<file path="src/rtl/cardinal_pkg.sv">
`default_nettype none
// ==== cardinal_pkg (rev 1.0): packet layout and sizing shared by the Cardinal NIC, ring and VC buffer ====
package cardinal_pkg;

  localparam int PKT_W         = 64;
  localparam int VC_BIT        = 0;
  localparam int DIR_BIT       = 1;
  localparam int HOP_MSB       = 8;
  localparam int HOP_LSB       = 15;
  localparam int DATA_MSB      = 32;
  localparam int DEFAULT_DEPTH = 4;

  typedef enum logic {
    VC0 = 1'b0,
    VC1 = 1'b1
  } vc_e;

endpackage
`default_nettype wire

</file>
<file path="src/rtl/cardinal_sync_fifo.sv">
`default_nettype none
// ==== cardinal_sync_fifo (rev 1.0): single-clock FIFO, WIDTH x DEPTH, power-of-two depth ====
module cardinal_sync_fifo #(
  parameter int DEPTH = 4,
  parameter int WIDTH = 64
) (
  input  logic                   clk,
  input  logic                   reset,
  input  logic                   push,
  input  logic                   pop,
  input  logic [0:WIDTH-1]       wdata,
  output logic [0:WIDTH-1]       rdata,
  output logic [0:$clog2(DEPTH)] count,
  output logic                   full,
  output logic                   empty
);

  localparam int AW = $clog2(DEPTH);

  logic [0:WIDTH-1] mem [DEPTH];
  logic [AW-1:0]    wr_ptr;
  logic [AW-1:0]    rd_ptr;

  always_ff @(posedge clk) begin
    if (!reset) begin
      wr_ptr <= '0;
      rd_ptr <= '0;
      count  <= '0;
    end else begin
      if (push) wr_ptr <= wr_ptr + AW'(1);
      if (pop)  rd_ptr <= rd_ptr + AW'(1);
      case ({push, pop})
        2'b10:   count <= count + (AW+1)'(1);
        2'b01:   count <= count - (AW+1)'(1);
        default: count <= count;
      endcase
    end
  end

  // Storage is deliberately left uninitialised by reset.
  always_ff @(posedge clk) begin
    if (reset && push) mem[wr_ptr] <= wdata;
  end

  assign rdata = mem[rd_ptr];
  assign full  = (count == (AW+1)'(DEPTH));
  assign empty = (count == '0);

endmodule
`default_nettype wire

</file>
<file path="src/rtl/cardinal_vc_buffer.sv">
`default_nettype none
// ==== cardinal_vc_buffer (rev 1.0): two-VC input buffer, head of VC[polarity] forwarded each cycle ====
module cardinal_vc_buffer
  import cardinal_pkg::*;
#(
  parameter int DEPTH = DEFAULT_DEPTH
) (
  input  logic                   clk,
  input  logic                   reset,
  input  logic                   si,
  input  logic [0:PKT_W-1]       di,
  output logic [0:1]             ri,
  output logic                   so,
  output logic [0:PKT_W-1]       dout,
  input  logic                   ro,
  output logic                   polarity,
  output logic [0:$clog2(DEPTH)] cnt0,
  output logic [0:$clog2(DEPTH)] cnt1
);

  vc_e              pol;
  logic [0:PKT_W-1] head0;
  logic [0:PKT_W-1] head1;
  logic             full0;
  logic             full1;
  logic             empty0;
  logic             empty1;
  logic             push0;
  logic             push1;
  logic             pop0;
  logic             pop1;

  always_ff @(posedge clk) begin
    if (!reset) pol <= VC0;
    else        pol <= (pol == VC0) ? VC1 : VC0;
  end

  // Readiness comes from registered counts only, so a same-cycle pop never admits a push into a full VC.
  assign push0 = si && (di[VC_BIT] == VC0) && !full0;
  assign push1 = si && (di[VC_BIT] == VC1) && !full1;

  assign so   = (pol == VC0) ? !empty0 : !empty1;
  assign pop0 = so && ro && (pol == VC0);
  assign pop1 = so && ro && (pol == VC1);

  assign dout     = !so ? '0 : ((pol == VC0) ? head0 : head1);
  assign ri       = {!full0, !full1};
  assign polarity = pol;

  cardinal_sync_fifo #(
    .DEPTH (DEPTH),
    .WIDTH (PKT_W)
  ) u_fifo_vc0 (
    .clk   (clk),
    .reset (reset),
    .push  (push0),
    .pop   (pop0),
    .wdata (di),
    .rdata (head0),
    .count (cnt0),
    .full  (full0),
    .empty (empty0)
  );

  cardinal_sync_fifo #(
    .DEPTH (DEPTH),
    .WIDTH (PKT_W)
  ) u_fifo_vc1 (
    .clk   (clk),
    .reset (reset),
    .push  (push1),
    .pop   (pop1),
    .wdata (di),
    .rdata (head1),
    .count (cnt1),
    .full  (full1),
    .empty (empty1)
  );

endmodule
`default_nettype wire
</file>
<file path="config.mk">
export PLATFORM = sky130hd
export DESIGN_NAME = cardinal_vc_buffer
export DESIGN_NICKNAME = d
export VERILOG_FILES = /design/src/rtl/cardinal_pkg.sv /design/src/rtl/cardinal_sync_fifo.sv /design/src/rtl/cardinal_vc_buffer.sv
export SDC_FILE = /design/constraint.sdc
export NUM_CORES = 1
export LEC_CHECK = 0
export ABC_AREA = 1
export BUFFER_PORTS_ARGS = -buffer_cell sky130_fd_sc_hd__buf_2
export CAP_MARGIN = 20
export CORE_ASPECT_RATIO = 1.25
export CORE_UTILIZATION = 50
export DETAILED_ROUTE_END_ITERATION = 12
export HOLD_SLACK_MARGIN = 0.1
export PLACE_DENSITY = 0.78
export SYNTH_ARGS = -nofsm -noshare
export SYNTH_HDL_FRONTEND = slang
export SYNTH_SLANG_ARGS = --single-unit
</file>
<file path="constraint.sdc">
create_clock -name clk -period 4.4 [get_ports clk]
set_input_delay 0.22 -clock clk [delete_from_list [all_inputs] [get_ports clk]]
set_output_delay 0.22 -clock clk [all_outputs]
set_load 0.02 [all_outputs]
</file>
==> results.txt <==
----------------------------------------------------
[Run status]
  Result of the run ... completed

[Timing]
  Hold violation total from the final report ... 0
  Accumulated negative setup slack ... 0 ps
  Highest clock rate ... 0.293 GHz
  Maximum clock skew at final layout ... 15.1 ps
  Time the final worst path needs with I/O delays and setup ... 3410 ps
  Number of max-slew violations in the final report ... 0
  Worst-Margin Slew ... 1080 ps
  Worst max-slew margin expressed relative to the limit ... 28.1%
  Final setup violation count ... 0
  Unrepaired setup endpoints after global routing ... false
  Period utilisation layout ... 77.6%
  Setup WS post-layout ... 986 ps

[Finish]
  Leading cell type in the layout, fill and taps excluded ... sky130_fd_sc_hd__edfxtp_1
  Nets ... 2030
  Share of final-layout standard cells stronger than drive strength 1 ... 12.4%
  Core occupancy in the finished layout ... 59.2%
  Area added between synthesis and finish ... 16.3%
  Commonest non-fill, non-tap cells in the layout ... sky130_fd_sc_hd__edfxtp_1, sky130_fd_sc_hd__nor2_1, sky130_fd_sc_hd__o21ai_0

[Floorplan]
  Die width ... 187 microns
  I/O Pins ... 142
  Total Die Area ... 43800 sq um
  Core Rows ... 84
  Height of the chip ... 234 microns
  Floorplan core area ... 42300 sq um
  Starting utilization of the core area ... 50.9%

[Clock network]
  Number of levels in the clock H-tree ... 2
  Count of cells resized by post-cts repair ... 0
  Number of buffers created by CTS ... 50
  Clock transition time at the flip-flop clock pins of the worst setup and hold paths ... 70 ps
  Number of sinks driven by the clock tree ... 531
  Clock tree from TritonCTS ... built
  Hold buffer count at CTS ... 68
  Post-CTS setup repair buffer count ... 0
  Clock Tree Buf Depth ... 3
  Clock latency reported for the late side of the worst-skew pair ... 570 ps
  Master cell of the clock root buffer ... sky130_fd_sc_hd__clkbuf_16

[Drt]
  Avg Vias per Cell ... 5.44
  Routed via count ... 13900
  Antenna-violating nets left ... 0
  Number of remaining DRC errors ... 0
  Routed length per placed instance ... 18.1 microns
  Number of iterations in the first detailed-routing pass ... 5
  Total wire length ... 46.2 mm
  Violation count after the first detailed-routing iteration ... 1194

[Placement]
  HPWL reported at the end of detailed placement ... 24.6 mm
  Worst setup slack after placement ... 1640 ps
  Final estimated routing congestion in global placement ... 0.732
  Port-buffer cells ... 141

[Critical path]
  Critical path's largest stage delay ... 830 ps
  Kind of critical path ... reg2out
  Signal arrival time at the worst endpoint ... 3190 ps
  Nature of the critical path endpoint ... output pin
  Critical path's slowest cell ... sky130_fd_sc_hd__dfxtp_4
  Worst path most repeated cell ... sky130_fd_sc_hd__nor2_1
  Startpoint type of the worst setup path ... register
  CP cell instances ... buf_4, nor2_1, nor2_1, o21ai_0, o21ai_0, nor2_1, nor2_1, buf_2
  Biggest fanout along the worst timing path ... 66
  CP Data Required Time ... 4180 ps

[Yosys]
  Distinct cells, synth ... 23
  Count of state elements after synthesis ... 531
  Sequential element share of the synthesized area ... 73.3%
  Average size of a mapped cell ... 12.1 sq um
  Number of warnings printed during yosys synthesis ... 0
  Netlist Area Pre-Place ... 21500 sq um
  Synthesized instance count ... 1773
  Syn_nets ... 1853

[Global routing]
  Overflow after GRT ... 0
  Total GRT Usage ... 20.8%
  Largest net degree at the start of global routing ... 110
  Global-route wire length before repair ... 71.4 mm
  Number of global-route vias before repair ... 13900
  Number of antenna violations at the first check in global routing ... 2

[Pwr]
  Total power per unit cell area ... 455 nW/um^2
  Overall power after layout ... 11400 uW
  Leakage ... 0.00897 uW
  Worst vdd rail ir drop ... 0.328 mV

[Hold path]
  Hold WC Path Type ... in2reg

[Run]
  Max-capacitance violation count ... 0

----------------------------------------------------
## kinds of logic after synthesis
| group | count (synthesis) | synth area share [%] |
|---|---|---|
| fa+ha+maj | 12 | 0.768 |
| buf+inv | 267 | 5.59 |
| simple gates | 549 | 9.98 |
| compound gates | 414 | 10.4 |
| flops | 531 | 73.3 |
## synth_stat cells
| library cell | instances | area, sq um |
|---|---|---|
| sky130_fd_sc_hd__edfxtp_1 | 512 | 15400 |
| sky130_fd_sc_hd__nor2_1 | 339 | 1270 |
| sky130_fd_sc_hd__o21ai_0 | 222 | 1110 |
| sky130_fd_sc_hd__inv_1 | 159 | 597 |
| sky130_fd_sc_hd__nand2_1 | 142 | 533 |
| sky130_fd_sc_hd__a21oi_1 | 79 | 395 |
| sky130_fd_sc_hd__nand3_1 | 67 | 335 |
| sky130_fd_sc_hd__o211ai_1 | 64 | 480 |
| sky130_fd_sc_hd__o21ai_1 | 48 | 240 |
| sky130_fd_sc_hd__clkbuf_1 | 33 | 124 |
| sky130_fd_sc_hd__buf_2 | 28 | 140 |
| sky130_fd_sc_hd__buf_4 | 19 | 143 |
| sky130_fd_sc_hd__dfxtp_1 | 19 | 380 |
| sky130_fd_sc_hd__buf_1 | 12 | 45.0 |
| sky130_fd_sc_hd__ha_1 | 10 | 125 |
| sky130_fd_sc_hd__buf_6 | 8 | 90.1 |
| sky130_fd_sc_hd__clkbuf_2 | 5 | 25.0 |
| sky130_fd_sc_hd__fa_1 | 2 | 40.0 |
| sky130_fd_sc_hd__buf_12 | 1 | 20.0 |
| sky130_fd_sc_hd__buf_8 | 1 | 15.0 |
| sky130_fd_sc_hd__inv_2 | 1 | 3.75 |
| sky130_fd_sc_hd__nand4_1 | 1 | 6.26 |
| sky130_fd_sc_hd__o21bai_1 | 1 | 7.51 |
## state kept, by name, summed over array words and instances (netlist names), named ones only
name / flops
u_fifo_vc0.wr_ptr: 2
u_fifo_vc0.count: 3
u_fifo_vc0.rd_ptr: 2
u_fifo_vc1.count: 3
u_fifo_vc1.rd_ptr: 2
polarity: 1
u_fifo_vc1.mem: 256
u_fifo_vc0.mem: 256
u_fifo_vc1.wr_ptr: 2
## critical path: cells and delay by family, from the launching register on
family          cells  cell delay (ps)
compound gates      2              260
buf+inv             2              910
flops               1              830
simple gates        4              570
## stage by stage
stage                     instance area (sq um)  cells  hold WS, ps
after floorplan                           21500   1773          319
after global placement                    22600   2388          455
after detailed placement                  22600   2388          473
after CTS                                 25000   2548          437
after global routing                      25000   2551          463
final                                     25000   2551          461
## final cells by class
class                           count  area (sq um)
Clock buffer                       64          1370
Multi-Input combinational cell    975          4610
Antenna cell                        2          5.00
Timing Repair Buffer              232          1630
Fill cell                        3145         17200
Inverter                          160           603
Sequential cell                   531         15800
Tap cell                          559           699
Clock inverter                     28           333
## per-layer routing
layer | vias up | routed length (microns) | global-route usage [%]
met5 | - | 0 | 0
met4 | 0 | 1310 | 8.64
met3 | 102 | 2830 | 2.93
met2 | 516 | 23400 | 36.8
met1 | 6713 | 18700 | 25.9
li1 | 6544 | - | -
## report_power, final
part	internal, uW	total, uW	switching, uW
registers	5630	5700	77.9
logic	376	1240	868
clock network	2660	4440	1780
## final timing paths
kind / startpoint / end / slack [ps] / cells past startpoint
setup reg to reg: u_fifo_vc1.count[2] / u_fifo_vc1.mem[0][35] / 1780 / 7
hold / removal: di[53] / u_fifo_vc0.mem[3][10] / 460 / 2
hold reg to reg: u_fifo_vc0.rd_ptr[0] / u_fifo_vc0.rd_ptr[0] / 490 / 2
setup / recovery: register / dout[62] / 990 / 8
No activity file was read; power rests on OpenSTA's default activity.
